<file path="src/rtl/max_net_pkg.sv">
// Shared definitions for the max_net front end: sequencer state encoding and
// the network input geometry.
package max_net_pkg;

  localparam int N_INPUTS   = 4;
  localparam int DATA_W_DEF = 32;

  typedef enum logic [1:0] {
    COLLECT = 2'd0,
    FIRE    = 2'd1,
    WAIT    = 2'd2,
    REPORT  = 2'd3
  } state_e;

endpackage

</file>
<file path="src/rtl/onehot_encode4.sv">
// Lowest-set-bit encoder for a 4-bit winner vector, plus a flag telling
// whether exactly one bit is set.
module onehot_encode4 (
  input  logic [3:0] vec_i,
  output logic [1:0] idx_o,
  output logic       onehot_o
);

  always_comb begin
    idx_o = 2'd0;
    if (vec_i[0])      idx_o = 2'd0;
    else if (vec_i[1]) idx_o = 2'd1;
    else if (vec_i[2]) idx_o = 2'd2;
    else if (vec_i[3]) idx_o = 2'd3;
  end

  // Non-zero with no second bit set: clearing the lowest set bit leaves zero.
  assign onehot_o = (vec_i != 4'd0) && ((vec_i & (vec_i - 4'd1)) == 4'd0);

endmodule

</file>
<file path="src/rtl/max_net_feeder.sv">
// Sequencer in front of max_net: packs four streamed activations, pulses
// start, waits for a fresh done edge (with watchdog) and reports the winner.
module max_net_feeder
  import max_net_pkg::*;
#(
  parameter int DATA_W      = DATA_W_DEF,
  parameter int TIMEOUT_CYC = 1024
) (
  input  logic              clk,
  input  logic              rst,
  input  logic              flush,
  input  logic              in_valid,
  output logic              in_ready,
  input  logic [DATA_W-1:0] in_data,
  output logic              net_start,
  output logic [DATA_W-1:0] x_init_1,
  output logic [DATA_W-1:0] x_init_2,
  output logic [DATA_W-1:0] x_init_3,
  output logic [DATA_W-1:0] x_init_4,
  input  logic              net_done,
  input  logic [3:0]        net_out,
  output logic              res_valid,
  input  logic              res_ready,
  output logic [3:0]        res_onehot,
  output logic [1:0]        res_idx,
  output logic              res_err,
  output logic [1:0]        dbg_state,
  output logic [1:0]        dbg_count
);

  localparam int TIMER_W = $clog2(TIMEOUT_CYC);
  localparam logic [TIMER_W-1:0] TIMER_LAST = TIMER_W'(TIMEOUT_CYC - 1);

  state_e                             state_q;
  logic [1:0]                         count_q;
  logic [TIMER_W-1:0]                 timer_q;
  logic                               done_q;
  logic [N_INPUTS-1:0][DATA_W-1:0]    slot_q;
  logic [3:0]                         res_onehot_q;
  logic [1:0]                         res_idx_q;
  logic                               res_err_q;

  logic       done_rise;
  logic [1:0] enc_idx;
  logic       enc_onehot;

  onehot_encode4 u_enc (
    .vec_i    (net_out),
    .idx_o    (enc_idx),
    .onehot_o (enc_onehot)
  );

  // Handshakes: a word transfers on a rising edge where in_valid && in_ready;
  // a result transfers where res_valid && res_ready. Ready/valid come from
  // state only, and res_valid holds until taken (flush/reset excepted).
  assign in_ready  = (state_q == COLLECT);
  assign net_start = (state_q == FIRE);
  assign res_valid = (state_q == REPORT);
  assign done_rise = net_done & ~done_q;

  always_ff @(posedge clk or negedge rst) begin
    if (!rst) begin
      state_q      <= COLLECT;
      count_q      <= 2'd0;
      timer_q      <= '0;
      done_q       <= 1'b0;
      slot_q       <= '0;
      res_onehot_q <= 4'd0;
      res_idx_q    <= 2'd0;
      res_err_q    <= 1'b0;
    end else begin
      done_q <= net_done;
      if (flush) begin
        state_q <= COLLECT;
        count_q <= 2'd0;
        timer_q <= '0;
      end else begin
        case (state_q)
          COLLECT: begin
            if (in_valid) begin
              slot_q[count_q] <= in_data;
              count_q         <= count_q + 2'd1;
              if (count_q == 2'd3) state_q <= FIRE;
            end
          end
          FIRE: begin
            timer_q <= '0;
            state_q <= WAIT;
          end
          WAIT: begin
            // A capture on the timeout cycle still wins over the watchdog.
            if (done_rise) begin
              res_onehot_q <= net_out;
              res_idx_q    <= enc_idx;
              res_err_q    <= ~enc_onehot;
              state_q      <= REPORT;
            end else if (timer_q == TIMER_LAST) begin
              res_onehot_q <= 4'd0;
              res_idx_q    <= 2'd0;
              res_err_q    <= 1'b1;
              state_q      <= REPORT;
            end else begin
              timer_q <= timer_q + 1'b1;
            end
          end
          REPORT: begin
            if (res_ready) state_q <= COLLECT;
          end
          default: state_q <= COLLECT;
        endcase
      end
    end
  end

  assign x_init_1   = slot_q[0];
  assign x_init_2   = slot_q[1];
  assign x_init_3   = slot_q[2];
  assign x_init_4   = slot_q[3];
  assign res_onehot = res_onehot_q;
  assign res_idx    = res_idx_q;
  assign res_err    = res_err_q;
  assign dbg_state  = state_q;
  assign dbg_count  = count_q;

endmodule

</file>
<file path="config.mk">
export PLATFORM = sky130hd
export DESIGN_NAME = max_net_feeder
export DESIGN_NICKNAME = d
export VERILOG_FILES = /design/src/rtl/max_net_pkg.sv /design/src/rtl/onehot_encode4.sv /design/src/rtl/max_net_feeder.sv
export SDC_FILE = /design/constraint.sdc
export NUM_CORES = 1
export LEC_CHECK = 0
export CAP_MARGIN = 30
export CORE_MARGIN = 2
export CORE_UTILIZATION = 40
export DETAILED_ROUTE_END_ITERATION = 16
export GPL_TIMING_DRIVEN = 0
export HOLD_SLACK_MARGIN = 0.12
export PLACE_DENSITY = 0.72
export SYNTH_ARGS = -nofsm -noshare
export SYNTH_HDL_FRONTEND = slang
export SYNTH_SLANG_ARGS = --single-unit
export TNS_END_PERCENT = 20
</file>
<file path="constraint.sdc">
create_clock -name clk -period 2.2 [get_ports clk]
set_input_delay 0.33 -clock clk [delete_from_list [all_inputs] [get_ports clk]]
set_output_delay 0.33 -clock clk [all_outputs]
set_load 0.01 [all_outputs]
</file>
==> reports/metrics.sh, run 1 <==
CLOCK-ROOT-BUFFER='clkbuf_16'
P_SEQ_SHARE_PCT=38.1
ANTENNA-DIODE-COUNT=0
P_SW_W=0.00325
FMAXACHIEVABLE_MHz=480
NETLIST_AREA_UM2=6000
CTS_INSERTED_BUFFERS=17
CTS-ROOT-TO-SINK-BUFFERS=2
SYNTH_TOP_AREA_SHARE_PCT=62.6
HOLD-PATH-CELL-COUNT=2
WORSTPATHMAXFANOUT=5
VIAS=4021
TOTAL_NEGATIVE_SLACK_FOR_SETUP_CHECKS_NS=0
YS_FF_LATCH=150
LEAKAGEPOWER_nW=3.86
TIMING.REG2REG.SETUP_SLACK_NS=0.17
UTILIZATION_PCT=59.5
GROUTE.LAYER.MET1.USAGE_PCT=22.6
ARRIVAL_TIME_REPORTED_FOR_THE_CRITICAL_PATH_ENDPOINT_NS=1.75
CORE.ROWCOUNT=44
ROUTE.DETAILED.VIAS_PER_INST=5.05
GRT_SETUP_UNREPAIRED='yes'
NUM-NETS-FINAL=653
DRIVE_GT1_SHARE_PCT=30.6
CRITPATHKIND='flop to output port'
DIEAREA_UM2=16000
FINALWEIGHTEDCONGESTION=0.780
NFILLCELLS=1130
TOTAL_POWER_W=0.0117
WORST_PIN_SLEW_NS=0.668
FIRST_GLOBAL_VIAS=4337
DRT-TOTAL-WL_UM=14100
FINAL_ANTENNA_NET_COUNT=0
FIRST_ITERATION_DETAILED_ROUTING_DRC_COUNT=151
SYNTH_ASYNC_SR_FLOP_SHARE_PCT=100
NUMBER_OF_WARNING_MESSAGES_IN_THE_YOSYS_LOG=0
GRTUSAGETOTAL_PCT=18.2
POWER_PER_CELL_AREA_nW_PER_UM2=1350
MAX_SLEW_MARGIN_PCT=55.5
LAYOUT_MIN_CYCLE_TIME_NS=2.08
WORST_CLOCK_SKEW_NS=0.00592
WORST_IR_DROP_VDD_V=0.000603
WHS_NS=0.165
ELEMENT_TYPE_AT_THE_CRITICAL_PATH_END='output port'
OUTCOME='finished, final reports clean'
NUMPORTBUFFERS=182
SYNTH.AREA.TOP_CELLS='dfrtp_1 63%, mux2_2 24%, ha_1 2.1%, buf_2 1.1%, nand2_1 0.88%'
POSTLAYOUTSETUPSLACKWORST_NS=0.118
REPORT.FINAL.SETUP_VIOL=0
GRT_START_MAX_NET_PINS=80
DRV_CAP=0
CHIPHEIGHT_UM=126
SLEW_VIOLATIONS=0
REQUIRED_NS=1.87
CTS_TREE='yes'
GRT.MET2_USAGE_PCT=30.0
START_UTIL_PCT=41.1
SYNTH_FF_TYPE='dfrtp_1'
HOLD_CRIT_CLASS='primary input to flop'
HPWL_UM=9910
SYN_AREA_PER_CELL_UM2=15.1
SYNTH_ENABLE_FLOP_CELLS=0
CP-START-KIND='flop'
CELLINTERNALPOWER_W=0.00843
SYNTHTOLAYOUTAREAGROWTH_PCT=44.6
POWER_SWITCHING_SHARE_PCT=27.8
PLACEMENT.SETUP.WORST_SLACK_NS=0.0855
YOSYS.CELL_TYPES.COUNT=39
HOLD_VIOL=0
MOST_USED_ROUTING_LAYER='met2'
GRT.OVERFLOW.TOTAL=0
MAPPEDNETLISTNETS=450
CTS.SINK_COUNT=150
PROPORTION_OF_POWER_DRAWN_BY_THE_CLOCK_NETWORK_PCT=24.3
TOP_LEVEL_PORTS=184
REMAINING_DRC_ERRORS=0
GRT_PASS1_WL_UM=22700
R2R.WORST_PATH.CELLS=7
ROUTED_WIRE_LENGTH_PER_INSTANCE_UM=17.7
NUMBER_OF_ANTENNA_VIOLATIONS_AT_THE_FIRST_CHECK_IN_GLOBAL_ROUTING=0
FIN_CRIT_SH_PCT=94.6
SYNTH.LARGEST_AREA_CELL='dfrtp_1'
DIE_W_UM=126
CLOCK_NETWORK_LATENCY_TO_THE_LATER_PIN_OF_THE_WORST_SKEW_PAIR_NS=0.41
PLACEABLECOREAREA_UM2=14600
CTS.CLK_SLEW.WORST_PATHS_NS=0.06
SYNTHESIS.INSTANCES=398
CLOCK_TREE.HTREE_LEVEL_COUNT=4
DETAIL_ROUTE.FIRST_PASS.ITERATIONS=4
SYNTH_SEQUENTIAL_AREA_RATIO_PCT=62.6
GLOBAL_ROUTE.USAGE.MET3_PCT=5.40
SHARE_OF_POWER_BURNED_IN_COMBINATIONAL_LOGIC_PCT=37.6
## per-stage QoR
step	instances	instance area [um^2]
final	796	8670
after global routing	796	8670
after detailed placement	765	8080
after global placement	764	8050
after floorplan	398	6000
after CTS	796	8670
## registers in the layout, summed over array words and instances (netlist names)
register,count
x_init_2,32
x_init_1,32
dbg_count,2
res_onehot,4
res_err,1
done_q,1
res_idx,2
timer_q,10
dbg_state,2
x_init_4,32
x_init_3,32
## cell usage after synthesis (2+ instances only)
cell	instances
a22o_2	4
nor2b_1	4
mux2i_1	2
ha_1	10
a21oi_1	6
a2bb2oi_1	3
inv_1	6
nand2b_1	2
a31oi_1	4
dfrtp_1	150
nor2_1	11
o21a_1	2
xnor2_1	2
o31ai_1	2
nand2_1	14
nand3_1	3
a211o_1	2
nor3_1	2
and3_2	2
o2bb2ai_1	2
a21boi_0	4
buf_4	3
buf_2	13
nand4_1	2
mux2_2	128
a32o_1	2
## routing by layer
| layer | vias up | share of wire (%) |
|---|---|---|
| met4 | 0 | 2.0 |
| met5 | - | 0 |
| li1 | 1834 | - |
| met3 | 22 | 6.2 |
| met1 | 2028 | 42 |
| met2 | 137 | 49 |
## repair_timing
action / in CTS / in global routing
hold endpoints to repair: 71 / 0
resized for setup: 0 / 2
endpoints found under the setup margin: 0 / 120
hold buffers: 1 / 0
setup buffers: 0 / 0
## cell families (layout without fill, tap and decap cells)
group / Yosys count / in the layout / share of synthesized area [%]
AO/OA/AOI/OAI: 37 / 37 / 4.76
XOR/XNOR: 2 / 2 / 0.292
adder cells (fa/ha/maj): 10 / 10 / 2.09
buffers and inverters: 23 / 237 / 1.92
flip-flops: 150 / 150 / 62.6
multiplexers: 130 / 130 / 24.4
AND/OR/NAND/NOR: 46 / 46 / 3.98
## layout by cell type, fill, tap and decap left out, types with 3 or more instances in the layout
cell,count
a21oi_1,6
nor2b_1,4
nor2_1,11
buf_4,3
clkbuf_8,4
clkinv_2,5
dfrtp_1,150
a22o_2,4
ha_1,9
buf_2,12
nand3_1,3
clkbuf_16,17
a31oi_1,4
inv_1,6
a21boi_0,4
mux2_2,128
nand2_1,14
clkdlybuf4s50_1,181
a2bb2oi_1,3
## power groups by stage
stage	clock network, W	registers [W]	logic, W
finish	0.00283	0.00446	0.00439
detailed placement	0	0.00450	0.00443
global placement	0	0.00444	0.00435
floorplan	0	0.00495	0.00119
CTS	0.00290	0.00447	0.00445
global route	0.00302	0.00461	0.00466
## worst max-delay path, cell delays in order (launching register included)
cell,delay (ns)
dfrtp_1,0.43
inv_1,0.12
ha_2,0.23
clkdlybuf4s50_1,0.55
## area by class of cell
| class | instances | area (um^2) | area share [%] |
|---|---|---|---|
| flip-flops and latches | 150 | 3750 | 43.3 |
| multi-input cells | 225 | 2130 | 24.6 |
| repair buffers | 184 | 1860 | 21.4 |
| clock buffers | 21 | 480 | 5.54 |
| well taps | 184 | 230 | 2.65 |
| clock inverters | 9 | 101 | 1.17 |
| plain buffers | 17 | 95.1 | 1.10 |
| inverters | 6 | 22.5 | 0.260 |
## worst paths after layout
check	start	to
max	dbg_state[1]	in_ready
min	flush	dbg_count[1]
max reg2reg	dbg_state[1]	x_init_4[2]
min reg2reg	res_idx[0]	res_idx[0]
max in group asynchronous	rst	x_init_2[25]
min in group asynchronous	rst	x_init_4[9]
No activity file was read; power rests on OpenSTA's default activity.
==> run 2, diff against run 1 <==
--- a/config.mk
+++ b/config.mk
@@ -9,9 +9,11 @@
 export CORE_MARGIN = 2
 export CORE_UTILIZATION = 40
 export DETAILED_ROUTE_END_ITERATION = 16
+export GPL_ROUTABILITY_DRIVEN = 0
 export GPL_TIMING_DRIVEN = 0
 export HOLD_SLACK_MARGIN = 0.12
 export PLACE_DENSITY = 0.72
+export SLEW_MARGIN = 20
 export SYNTH_ARGS = -nofsm -noshare
 export SYNTH_HDL_FRONTEND = slang
 export SYNTH_SLANG_ARGS = --single-unit
==> run 2 against run 1 <==
Against the previous run: final area increased by 1.2%; die area did not move; register-to-register slack gained 0.04 ns; power is 3.7% higher; flip-flop and latch count is the same; combinational power is essentially flat; highest routed layer unchanged; first-iteration DRC count is 2.0% higher.
==> reports/metrics.sh, run 2 (synthesized netlist as in run 1, its figures left out) <==
CORE.ROWCOUNT=44
SYNTHTOLAYOUTAREAGROWTH_PCT=46.3
ANTENNA-DIODE-COUNT=0
DRIVE_GT1_SHARE_PCT=30.9
CRITPATHLAUNCH='dbg_state[1]'
CTS_TREE='yes'
DETAIL_ROUTE.FIRST_PASS.ITERATIONS=4
WORST_IR_DROP_VDD_V=0.000682
GRTUSAGETOTAL_PCT=18.3
CRITPATHKIND='flop to output port'
WHS_NS=0.166
NUMPORTBUFFERS=182
CTS.CLK_SLEW.WORST_PATHS_NS=0.06
ELEMENT_TYPE_AT_THE_CRITICAL_PATH_END='output port'
CHIPHEIGHT_UM=126
WORST_CLOCK_SKEW_NS=0.00826
CP-START-KIND='flop'
NUM-NETS-FINAL=653
R2R.WORST_PATH.CELLS=7
FINAL_ANTENNA_NET_COUNT=0
CLOCK-ROOT-BUFFER='clkbuf_16'
ROUTE.DETAILED.VIAS_PER_INST=5.04
POSTPLACECELLAREA_UM2=8080
DRV_CAP=0
ARRIVAL_TIME_REPORTED_FOR_THE_CRITICAL_PATH_ENDPOINT_NS=1.69
FINAL_CELL_MIX='180 x clkdlybuf4s50_1, 150 x dfrtp_1, 128 x mux2_2, 17 x clkbuf_16, 13 x nand2_1'
CRITICAL_PATH.ENDPOINT='net_start'
NUMBER_OF_ANTENNA_VIOLATIONS_AT_THE_FIRST_CHECK_IN_GLOBAL_ROUTING=0
TIMING.REG2REG.SETUP_SLACK_NS=0.21
CTS.SINK_COUNT=150
WORST_PIN_SLEW_NS=0.544
REPORT.FINAL.SETUP_VIOL=0
DRT-TOTAL-WL_UM=14000
DIE_W_UM=126
UTILIZATION_PCT=60.1
REGTOREGSTARTPOINT='dbg_state[1]'
HOLD_CRIT_CLASS='primary input to flop'
GRT_START_MAX_NET_PINS=80
HOLD_VIOL=0
CTS-ROOT-TO-SINK-BUFFERS=2
SLEW_VIOLATIONS=0
PLACEABLECOREAREA_UM2=14600
TOP_LEVEL_PORTS=184
POWER_PER_CELL_AREA_nW_PER_UM2=1380
REG2REG_TO='x_init_4[2]'
MAX_SLEW_MARGIN_PCT=63.7
GRT_SETUP_UNREPAIRED='no'
VIAS=4018
POSTLAYOUTCELLAREA_UM2=8770
REQUIRED_NS=1.87
OUTCOME='finished, final reports clean'
GRT.OVERFLOW.TOTAL=0
WORSTPATHMAXFANOUT=5
REMAINING_DRC_ERRORS=0
FINAL_COMMON_CELL='clkdlybuf4s50_1'
LAYOUT_MIN_CYCLE_TIME_NS=2.02
LEAKAGEPOWER_nW=3.90
CLOCK_TREE.HTREE_LEVEL_COUNT=4
HPWL_UM=9870
CTS_INSERTED_BUFFERS=17
PLACE_INST=765
GRT_PASS1_WL_UM=22800
ROUTED_WIRE_LENGTH_PER_INSTANCE_UM=17.6
FIRST_ITERATION_DETAILED_ROUTING_DRC_COUNT=154
FIN_CRIT_SH_PCT=92.0
FMAXACHIEVABLE_MHz=494
CLOCK_NETWORK_LATENCY_TO_THE_LATER_PIN_OF_THE_WORST_SKEW_PAIR_NS=0.42
START_UTIL_PCT=41.1
FIRST_GLOBAL_VIAS=4242
FINAL_CELLS=798
DIEAREA_UM2=16000
TOTAL_NEGATIVE_SLACK_FOR_SETUP_CHECKS_NS=0
[run 2: worst max-delay path: stages, from the launching register on]
cell and delay, ns:
dfrtp_1 0.43, inv_1 0.12, ha_1 0.18, clkdlybuf4s50_1 0.54
[run 2: area by class of cell]
type | instances | area (um^2)
Buffer | 17 | 97.6
Tap cell | 184 | 230
Inverter | 6 | 22.5
Multi-Input combinational cell | 225 | 2140
Timing Repair Buffer | 184 | 1870
Sequential cell | 150 | 3750
Clock buffer | 19 | 443
Clock inverter | 13 | 225
Fill cell | 1134 | 5810
[run 2: worst min-delay path by stage]
stage | from | end | slack, ns | cells after the start
after floorplan | rst | dbg_count[0] | 0.03 | 0
after global placement | res_idx[0] | res_idx[0] | 0.48 | 1
after detailed placement | rst | x_init_4[9] | 0.33 | 1
after CTS | flush | dbg_count[0] | 0.15 | 2
after global routing | flush | dbg_count[1] | 0.16 | 2
final | flush | dbg_count[0] | 0.17 | 2
[run 2: through the flow]
| step | total power [W] | setup WS, ns |
|---|---|---|
| 2_1_floorplan | 0.00614 | 0.388 |
| 3_3_place_gp | 0.00879 | -4.95 |
| 3_5_place_dp | 0.00893 | 0.0970 |
| 4_1_cts | 0.0123 | 0.0539 |
| 5_1_grt | 0.0127 | 0.0241 |
| 6_report | 0.0121 | 0.175 |
[run 2: timing repair]
action,CTS,global route
setup buffers,0,0
hold endpoints to repair,71,0
gates resized for setup,0,6
hold buffers,1,0
endpoints found under the setup margin,0,120
[run 2: metal layers]
| layer | up-vias | GRT usage [%] | wire (um) |
|---|---|---|---|
| met4 | 0 | 6.85 | 310 |
| met2 | 135 | 29.5 | 6860 |
| met5 | - | 0 | 0 |
| met3 | 23 | 6.16 | 939 |
| met1 | 2019 | 22.9 | 5930 |
| li1 | 1841 | - | - |
[run 2: where the power goes]
part	internal (W)	switching [W]	total, W
Combinational	0.00280	0.00160	0.00440
Clock	0.00215	0.00111	0.00326
Sequential	0.00386	0.000591	0.00445
